### src/rtl/fft16_stage_sequencer.sv
// Control sequencer for the radix-2 DIT FFT butterfly datapath.
// Loads in bit-reversed order, runs LOG2N stages, unloads in natural order.
module fft16_stage_sequencer #(
    parameter int N_POINTS = 16,
    parameter int BF_LAT   = 1,
    localparam int LOG2N   = $clog2(N_POINTS),
    localparam int NBF     = N_POINTS / 2,
    localparam int TWW     = LOG2N - 1
) (
    input  logic                 clk,
    input  logic                 n_reset,
    input  logic                 start,
    input  logic                 abort,
    output logic                 busy,
    output logic                 done,
    input  logic                 in_valid,
    output logic                 in_ready,
    output logic                 load_we,
    output logic [LOG2N-1:0]     load_addr,
    output logic [LOG2N-1:0]     stage,
    output logic                 bf_launch,
    output logic [NBF*TWW-1:0]   tw_idx,
    output logic [NBF*LOG2N-1:0] top_addr,
    output logic [NBF*LOG2N-1:0] bot_addr,
    output logic                 bank_sel,
    output logic                 wb_en,
    output logic                 out_valid,
    input  logic                 out_ready,
    output logic [LOG2N-1:0]     out_addr
);

    localparam int WCW = (BF_LAT > 1) ? $clog2(BF_LAT) : 1;
    localparam logic [LOG2N-1:0] LAST = LOG2N'(N_POINTS - 1);
    localparam logic [LOG2N-1:0] LAST_STAGE = LOG2N'(LOG2N - 1);

    typedef enum logic [2:0] {
        IDLE, LOAD, LAUNCH, WAIT, WB, UNLOAD, DONE
    } state_t;

    state_t           state, state_d;
    logic [LOG2N-1:0] cnt, cnt_d;
    logic [LOG2N-1:0] stage_q, stage_d;
    logic             bank_q, bank_d;
    logic [WCW-1:0]   wcnt, wcnt_d;

    function automatic logic [LOG2N-1:0] bitrev(input logic [LOG2N-1:0] v);
        logic [LOG2N-1:0] r;
        for (int i = 0; i < LOG2N; i++) r[i] = v[LOG2N-1-i];
        return r;
    endfunction

    always_ff @(posedge clk or negedge n_reset) begin
        if (!n_reset) begin
            state   <= IDLE;
            cnt     <= '0;
            stage_q <= '0;
            bank_q  <= 1'b0;
            wcnt    <= '0;
        end else begin
            state   <= state_d;
            cnt     <= cnt_d;
            stage_q <= stage_d;
            bank_q  <= bank_d;
            wcnt    <= wcnt_d;
        end
    end

    always_comb begin
        state_d = state;
        cnt_d   = cnt;
        stage_d = stage_q;
        bank_d  = bank_q;
        wcnt_d  = wcnt;
        // abort outranks start and every handshake
        if (abort) begin
            state_d = IDLE;
            cnt_d   = '0;
            stage_d = '0;
            wcnt_d  = '0;
        end else begin
            case (state)
                IDLE: if (start) begin
                    state_d = LOAD;
                    cnt_d   = '0;
                    stage_d = '0;
                    bank_d  = 1'b0;
                end
                LOAD: if (in_valid) begin
                    cnt_d = cnt + 1'b1;
                    if (cnt == LAST) begin
                        state_d = LAUNCH;
                        stage_d = '0;
                    end
                end
                LAUNCH: begin
                    wcnt_d  = '0;
                    state_d = (BF_LAT > 0) ? WAIT : WB;
                end
                WAIT: begin
                    wcnt_d = wcnt + 1'b1;
                    if (wcnt == WCW'(BF_LAT - 1)) state_d = WB;
                end
                WB: begin
                    bank_d = ~bank_q;
                    if (stage_q == LAST_STAGE) begin
                        state_d = UNLOAD;
                        cnt_d   = '0;
                    end else begin
                        stage_d = stage_q + 1'b1;
                        state_d = LAUNCH;
                    end
                end
                UNLOAD: if (out_ready) begin
                    cnt_d = cnt + 1'b1;
                    if (cnt == LAST) state_d = DONE;
                end
                DONE:    state_d = IDLE;
                default: state_d = IDLE;
            endcase
        end
    end

    assign busy      = (state != IDLE);
    assign in_ready  = (state == LOAD);
    assign load_we   = in_valid & in_ready;
    assign load_addr = bitrev(cnt);
    assign bf_launch = (state == LAUNCH);
    assign wb_en     = (state == WB);
    assign out_valid = (state == UNLOAD);
    assign out_addr  = cnt;
    assign done      = (state == DONE);
    assign stage     = stage_q;
    assign bank_sel  = bank_q;

    // lane k pairs (top, top + 2^s); j is its offset inside the 2^s group
    always_comb begin
        int s, j, t;
        s        = int'(stage_q);
        j        = 0;
        t        = 0;
        top_addr = '0;
        bot_addr = '0;
        tw_idx   = '0;
        for (int k = 0; k < NBF; k++) begin
            j = k & ((1 << s) - 1);
            t = ((k >> s) << (s + 1)) | j;
            top_addr[k*LOG2N +: LOG2N] = LOG2N'(t);
            bot_addr[k*LOG2N +: LOG2N] = LOG2N'(t + (1 << s));
            tw_idx[k*TWW +: TWW]       = TWW'(j << (TWW - s));
        end
    end

endmodule

### config.mk
export PLATFORM = sky130hd
export DESIGN_NAME = fft16_stage_sequencer
export DESIGN_NICKNAME = d
export VERILOG_FILES = /design/src/rtl/fft16_stage_sequencer.sv
export SDC_FILE = /design/constraint.sdc
export NUM_CORES = 1
export LEC_CHECK = 0
export CAP_MARGIN = 20
export CORE_ASPECT_RATIO = 0.75
export CORE_MARGIN = 3
export CORE_UTILIZATION = 40
export DETAILED_ROUTE_END_ITERATION = 7
export GPL_TIMING_DRIVEN = 0
export PLACE_DENSITY = 0.82
export SETUP_SLACK_MARGIN = 0.05
export SLEW_MARGIN = 20
export SYNTH_ARGS = -nofsm -noshare
export SYNTH_HDL_FRONTEND = slang
export SYNTH_SLANG_ARGS = --single-unit
### constraint.sdc
create_clock -name clk -period 4.1 [get_ports clk]
set_clock_uncertainty 0.1 [all_clocks]
set_input_delay 0.82 -clock clk [delete_from_list [all_inputs] [get_ports clk]]
set_output_delay 0.82 -clock clk [all_outputs]
set_load 0.005 [all_outputs]
Word level (Yosys, flattened, before mapping)
Index checks and enable logic that the tools add are counted.
{ "totals": {"ff_bits": 13, "latch_bits": 0, "mem_bits_rw": 0, "romBits": 0, "inputBits": 6, "word_cells": 105, "n_memories": 0} }
{ "op_classes": {"n_addsub": 14, "multipliers": 0, "div": 0, "magnitude_cmp": 0, "n_eq_ne": 17, "shifts": 25, "n_mux": 24, "bitwise_logic": 10, "reduce_logical": 10} }
{ "op_table": {"columns": ["operator", "count"], "rows": [
  ["left shift 32 x 5 -> 4 bit", 8],
  ["left shift 3 x 32 -> 3 bit", 4],
  ["right shift 3 x 4 -> 32 bit (first input constant)", 4],
  ["left shift 2 x 32 -> 3 bit", 2],
  ["right shift 1 x 4 -> 32 bit (first input constant)", 2],
  ["right shift 2 x 4 -> 32 bit (first input constant)", 2],
  ["two-way mux 4 bit", 9],
  ["adder 4 bit", 8],
  ["left shift 1 x 32 -> 3 bit", 1],
  ["left shift 1 x 32 -> 3 bit (first input constant)", 1],
  ["two-way mux 3 bit", 8],
  ["one-hot mux 3 bit (6 select lines)", 1],
  ["bitwise OR 4 bit", 4],
  ["one-hot mux 4 bit (4 select lines)", 1],
  ["inequality test 3 x 2 -> 1 bit (second input constant)", 4],
  ["inequality test 3 bit (second input constant)", 4],
  ["one-hot mux 4 bit (3 select lines)", 1],
  ["AND reduction 5 bit", 2],
  ["== test 3 bit (second input constant)", 3],
  ["adder 4 x 1 -> 4 bit (second input constant)", 2],
  ["bitwise OR 4 x 3 -> 4 bit", 2],
  ["== test 3 x 2 -> 1 bit (second input constant)", 2],
  ["AND reduction 6 bit", 1],
  ["nonzero test 3 bit", 2],
  ["19 further kinds", 22]
]} }

Logic depth before layout (Yosys ltp)
{ "depth": {"depth_word": 5, "ltp_mapped": 11} }

Worst setup path after synthesis
OpenSTA, ideal clock, no wires.
{ "synth_path": {"path_kind": "flip-flop to output port", "start": "reg stage_q[3], in the netlist stage[3]", "end": "out bot_addr[27]", "arrival_time_ns": 2.897, "t_required_ns": 3.180, "slack_ns": 0.283, "path_stages_with_launch": 12, "cell_sequence": "dfrtp_1 -> buf_4 -> nor4_4 -> inv_2 -> ha_1 -> inv_1 -> xnor2_1 -> or2_2 -> ha_1 -> a31o_2 -> a21oi_1 -> xor2_1"} }
{ "synth_via": {"elab_chain_cells": 4} }
{ "synth_lines": {"columns": ["element", "line_no", "rtl"], "rows": [
  ["start: declaration", "42", "logic [LOG2N-1:0] stage_q, stage_d;"],
  ["start signal: assignment", "62", "stage_q <= stage_d;"],
  ["adder 4 x 1 -> 5 bit (tied with other cells)", "146", "t = ((k >> s) << (s + 1)) | j;"],
  ["left shift 32 x 5 -> 4 bit or subtractor 3 x 2 -> 3 bit (tied branches)", "146, 145", null],
  ["bitwise OR 4 bit *", "146", null],
  ["via top_addr[26]", "23", "output logic [NBF*LOG2N-1:0] top_addr,"],
  ["adder 4 bit *", "148", "bot_addr[k*LOG2N +: LOG2N] = LOG2N'(t + (1 << s));"],
  ["end: declaration", "24", "output logic [NBF*LOG2N-1:0] bot_addr,"]
]} }
The timed path passes the listed nets; every way through them passes the cells marked *.

Worst setup path in the final report
{ "layout_path": {"start": "reg stage_q[1], in the netlist stage[1]", "end": "out bot_addr[11]"} }
{ "layout_via": {"elab_chain_cells": 4} }
{ "layout_lines": {"columns": ["element", "line_no"], "rows": [
  ["adder 4 x 1 -> 5 bit (tied with other cells)", "146"],
  ["left shift 32 x 5 -> 4 bit or subtractor 3 x 2 -> 3 bit (tied branches)", null],
  ["bitwise OR 4 x 3 -> 4 bit", "146"],
  ["adder 4 bit *", "148"]
]} }
Every way passes the cells marked *; elsewhere a longest branch is shown, timed or not.

==> flow_summary.toml <==
[yosys]
synth-edff-count = 0
synth_cell_types = 59
yosys_warnings = 0
netlist_instances = 266
synth_seq_area_share_pct = 15.6
synth_ff_type = "dfrtp_1"
synth_top_area_cell = "dfrtp_1"
synth.most_common_cell = "buf_4"
syn_avg_cell_area_um2 = 7.82
ys_top_cells_by_area = "dfrtp_1 16%, ha_1 11%, buf_4 10%, o21ai_0 5.1%, xnor2_1 4.2%"
netlist_area_mm2 = 0.00208
synthTopCellsByCount = "29 x buf_4, 21 x nor2_1, 21 x o21ai_0"
synthArstFlopShare_pct = 100
synth_top_area_share_pct = 15.6
yosys_register_bits = 13

[drt]
wire_per_inst_um = 14.6
first_iter_violations = 199
vias_per_cell = 5.17
vias = 2339
detail-route-antenna-nets = 0
firstDrtPassIters = 5
drcViolationCount = 0
drt-total-wl_mm = 6.62

[timing]
period_share_pct = 95.4
hold_violations = 0
setup_ws_ps = 189
fmax_mhz = 256
setup_viol = 0
fin_crit_ps = 3910
rsz0062_at_grt = "false"
drv_slew = 0
slew_headroom_pct = 47.3
worst_pin_slew_ps = 789

[layout]
finalNonFillerCells = 452
nNetsFinal = 421
n_antenna_cell = 0
syn2layout_area_growth_pct = 61.0
layout-drive-gt1-share_pct = 17.9
fill_cells = 401

[run]
max_cap_violations = 0

[cts]
cts_sinks = 13
cts_root_buffer = "clkbuf_8"
numCtsBuffers = 3
clk_pin_slew_ps = 60
worst_skew_pair.late_latency_ps = 240
h-tree-depth = 1
clockBufferDepth = 2
hold_buffers = 0
cts_tree = "done"

[setup_path]
worstPathArrival_ps = 2990
cp_slowest_cell = "clkdlybuf4s50_1"
crit_path_start_kind = "flip-flop"
cp_max_fo = 7
cp_num_buf_inv = 3
required_ps = 3180
path_class = "flip-flop to primary output"
cpPeakStageDelay_ps = 540
end_kind = "primary output"
crit_family = "buffers and inverters"
path_cells = "buf_4 > ha_2 > or2_0 > buf_2 > nor2_1 > ha_1 > a22o_1 > a21oi_1 > xnor2_1 > clkdlybuf4s50_1"

[placed_design]
routabilityCongestion = 0.931
placed_cells = 443
place_ws_ps = -431
dp_hpwl_mm = 5.15
port_buffers = 95

[floorplan]
initial_utilization_pct = 42.0
rows = 22
die_y_um = 68.4
coreArea_mm2 = 0.00495
pin_count = 114
dieWidth_um = 89.3
dieArea_mm2 = 0.00611

[grt]
grtUsageTotal_pct = 21.2
grt_pass1_vias = 2073
antenna_found_initial = 0
grt_pass1_wl_mm = 10.2
grt_max_degree = 14
grt-ovfl-total = 0

[pwr]
ir_drop_uv = 123
power_density_mw_per_mm2 = 191
power.static_leakage_nw = 1.53

[hold_path]
min_path_type = "flip-flop to flip-flop"

[outcome]
outcome = "finished clean"
-- final timing paths --
kind / startpoint / endpoint / slack, ps / cells past startpoint
max: stage[1] / bot_addr[11] / 190 / 10
min: bank_sel / bank_sel / 420 / 1
max reg2reg: stage[2] / out_addr[2] / 2060 / 5
min reg2reg: bank_sel / bank_sel / 420 / 1
max in group asynchronous: n_reset / stage[0] / 2610 / 1
min in group asynchronous: n_reset / state[0] / 860 / 1
-- per-layer routing --
metal	share of wire [%]	GRT usage, %	vias up
li1	-	-	1115
met1	44	30.4	1063
met2	45	33.3	143
met3	8.9	4.21	18
met4	2.1	3.72	0
met5	0	0	-
-- worst register-to-register path, cell delays in order (launching register included) --
cell and delay (ps):
dfrtp_1 440, buf_6 180, nand4bb_4 300, o211a_4 310
or4_1 480, a31oi_1 170
-- cell families (layout without fill, tap and decap cells) --
family,Yosys count,after routing,synth area share (%)
AO/OA/AOI/OAI,58,58,18.1
multiplexers,2,2,1.02
adder cells (fa/ha/maj),23,23,14.8
other,2,24,0.361
buffers and inverters,67,171,18.4
flip-flops,13,13,15.6
AND/OR/NAND/NOR,82,82,23.8
XOR/XNOR,19,19,8.00
-- sequential cells by signal, summed over array words and instances, names as in the netlist --
register and count:
out_addr 4, stage 4, state 3, bank_sel 1
wcnt 1
-- cell type report --
class | count | area, µm² | share of cell area, %
well taps | 60 | 75.1 | 2.24
repair buffers | 101 | 995 | 29.7
clock buffers | 4 | 45.0 | 1.35
inverters | 24 | 95.1 | 2.84
plain buffers | 42 | 288 | 8.59
flip-flops and latches | 13 | 327 | 9.75
multi-input cells | 208 | 1520 | 45.5
-- per-stage QoR --
stage	power, mW	instance area, µm²	hold WS, ps	util (%)	TNS, ps
2_1_floorplan	0.347	2160	374	-	0
3_3_place_gp	0.503	3190	395	64.3	-2610
3_5_place_dp	0.509	3200	407	64.5	-1400
4_1_cts	0.632	3320	415	67.0	0
5_1_grt	0.681	3350	426	67.6	0
6_report	0.638	3350	418	67.6	0
-- placed cells by master, fill, tap and decap left out, types with 6 or more instances in the layout --
master and n:
nor3_1 7, a21oi_1 13, xor2_1 8, clkdlybuf4s50_1 94, dfrtp_1 12, nand2_1 10
ha_1 16, o21ai_0 21, xnor2_1 9, clkbuf_1 9, buf_4 36, nand2b_1 6
inv_1 19, nor2_1 21, conb_1 24
-- power breakdown --
part / switching [mW] / total, mW / leakage, nW / internal, mW
logic: 0.175 / 0.361 / 1.33 / 0.186
registers: 0.0184 / 0.160 / 0.178 / 0.142
clock network: 0.0480 / 0.117 / 0.0228 / 0.0687
total: 0.242 / 0.638 / 1.53 / 0.396
-- timing repair --
item,in CTS,in global routing
pin swaps,3,2
cloned,0,0
endpoints found under the setup margin,19,12
resized for setup,11,7
hold endpoints to repair,0,0
buffers inserted,5,1
No activity file was read; power rests on OpenSTA's default activity.
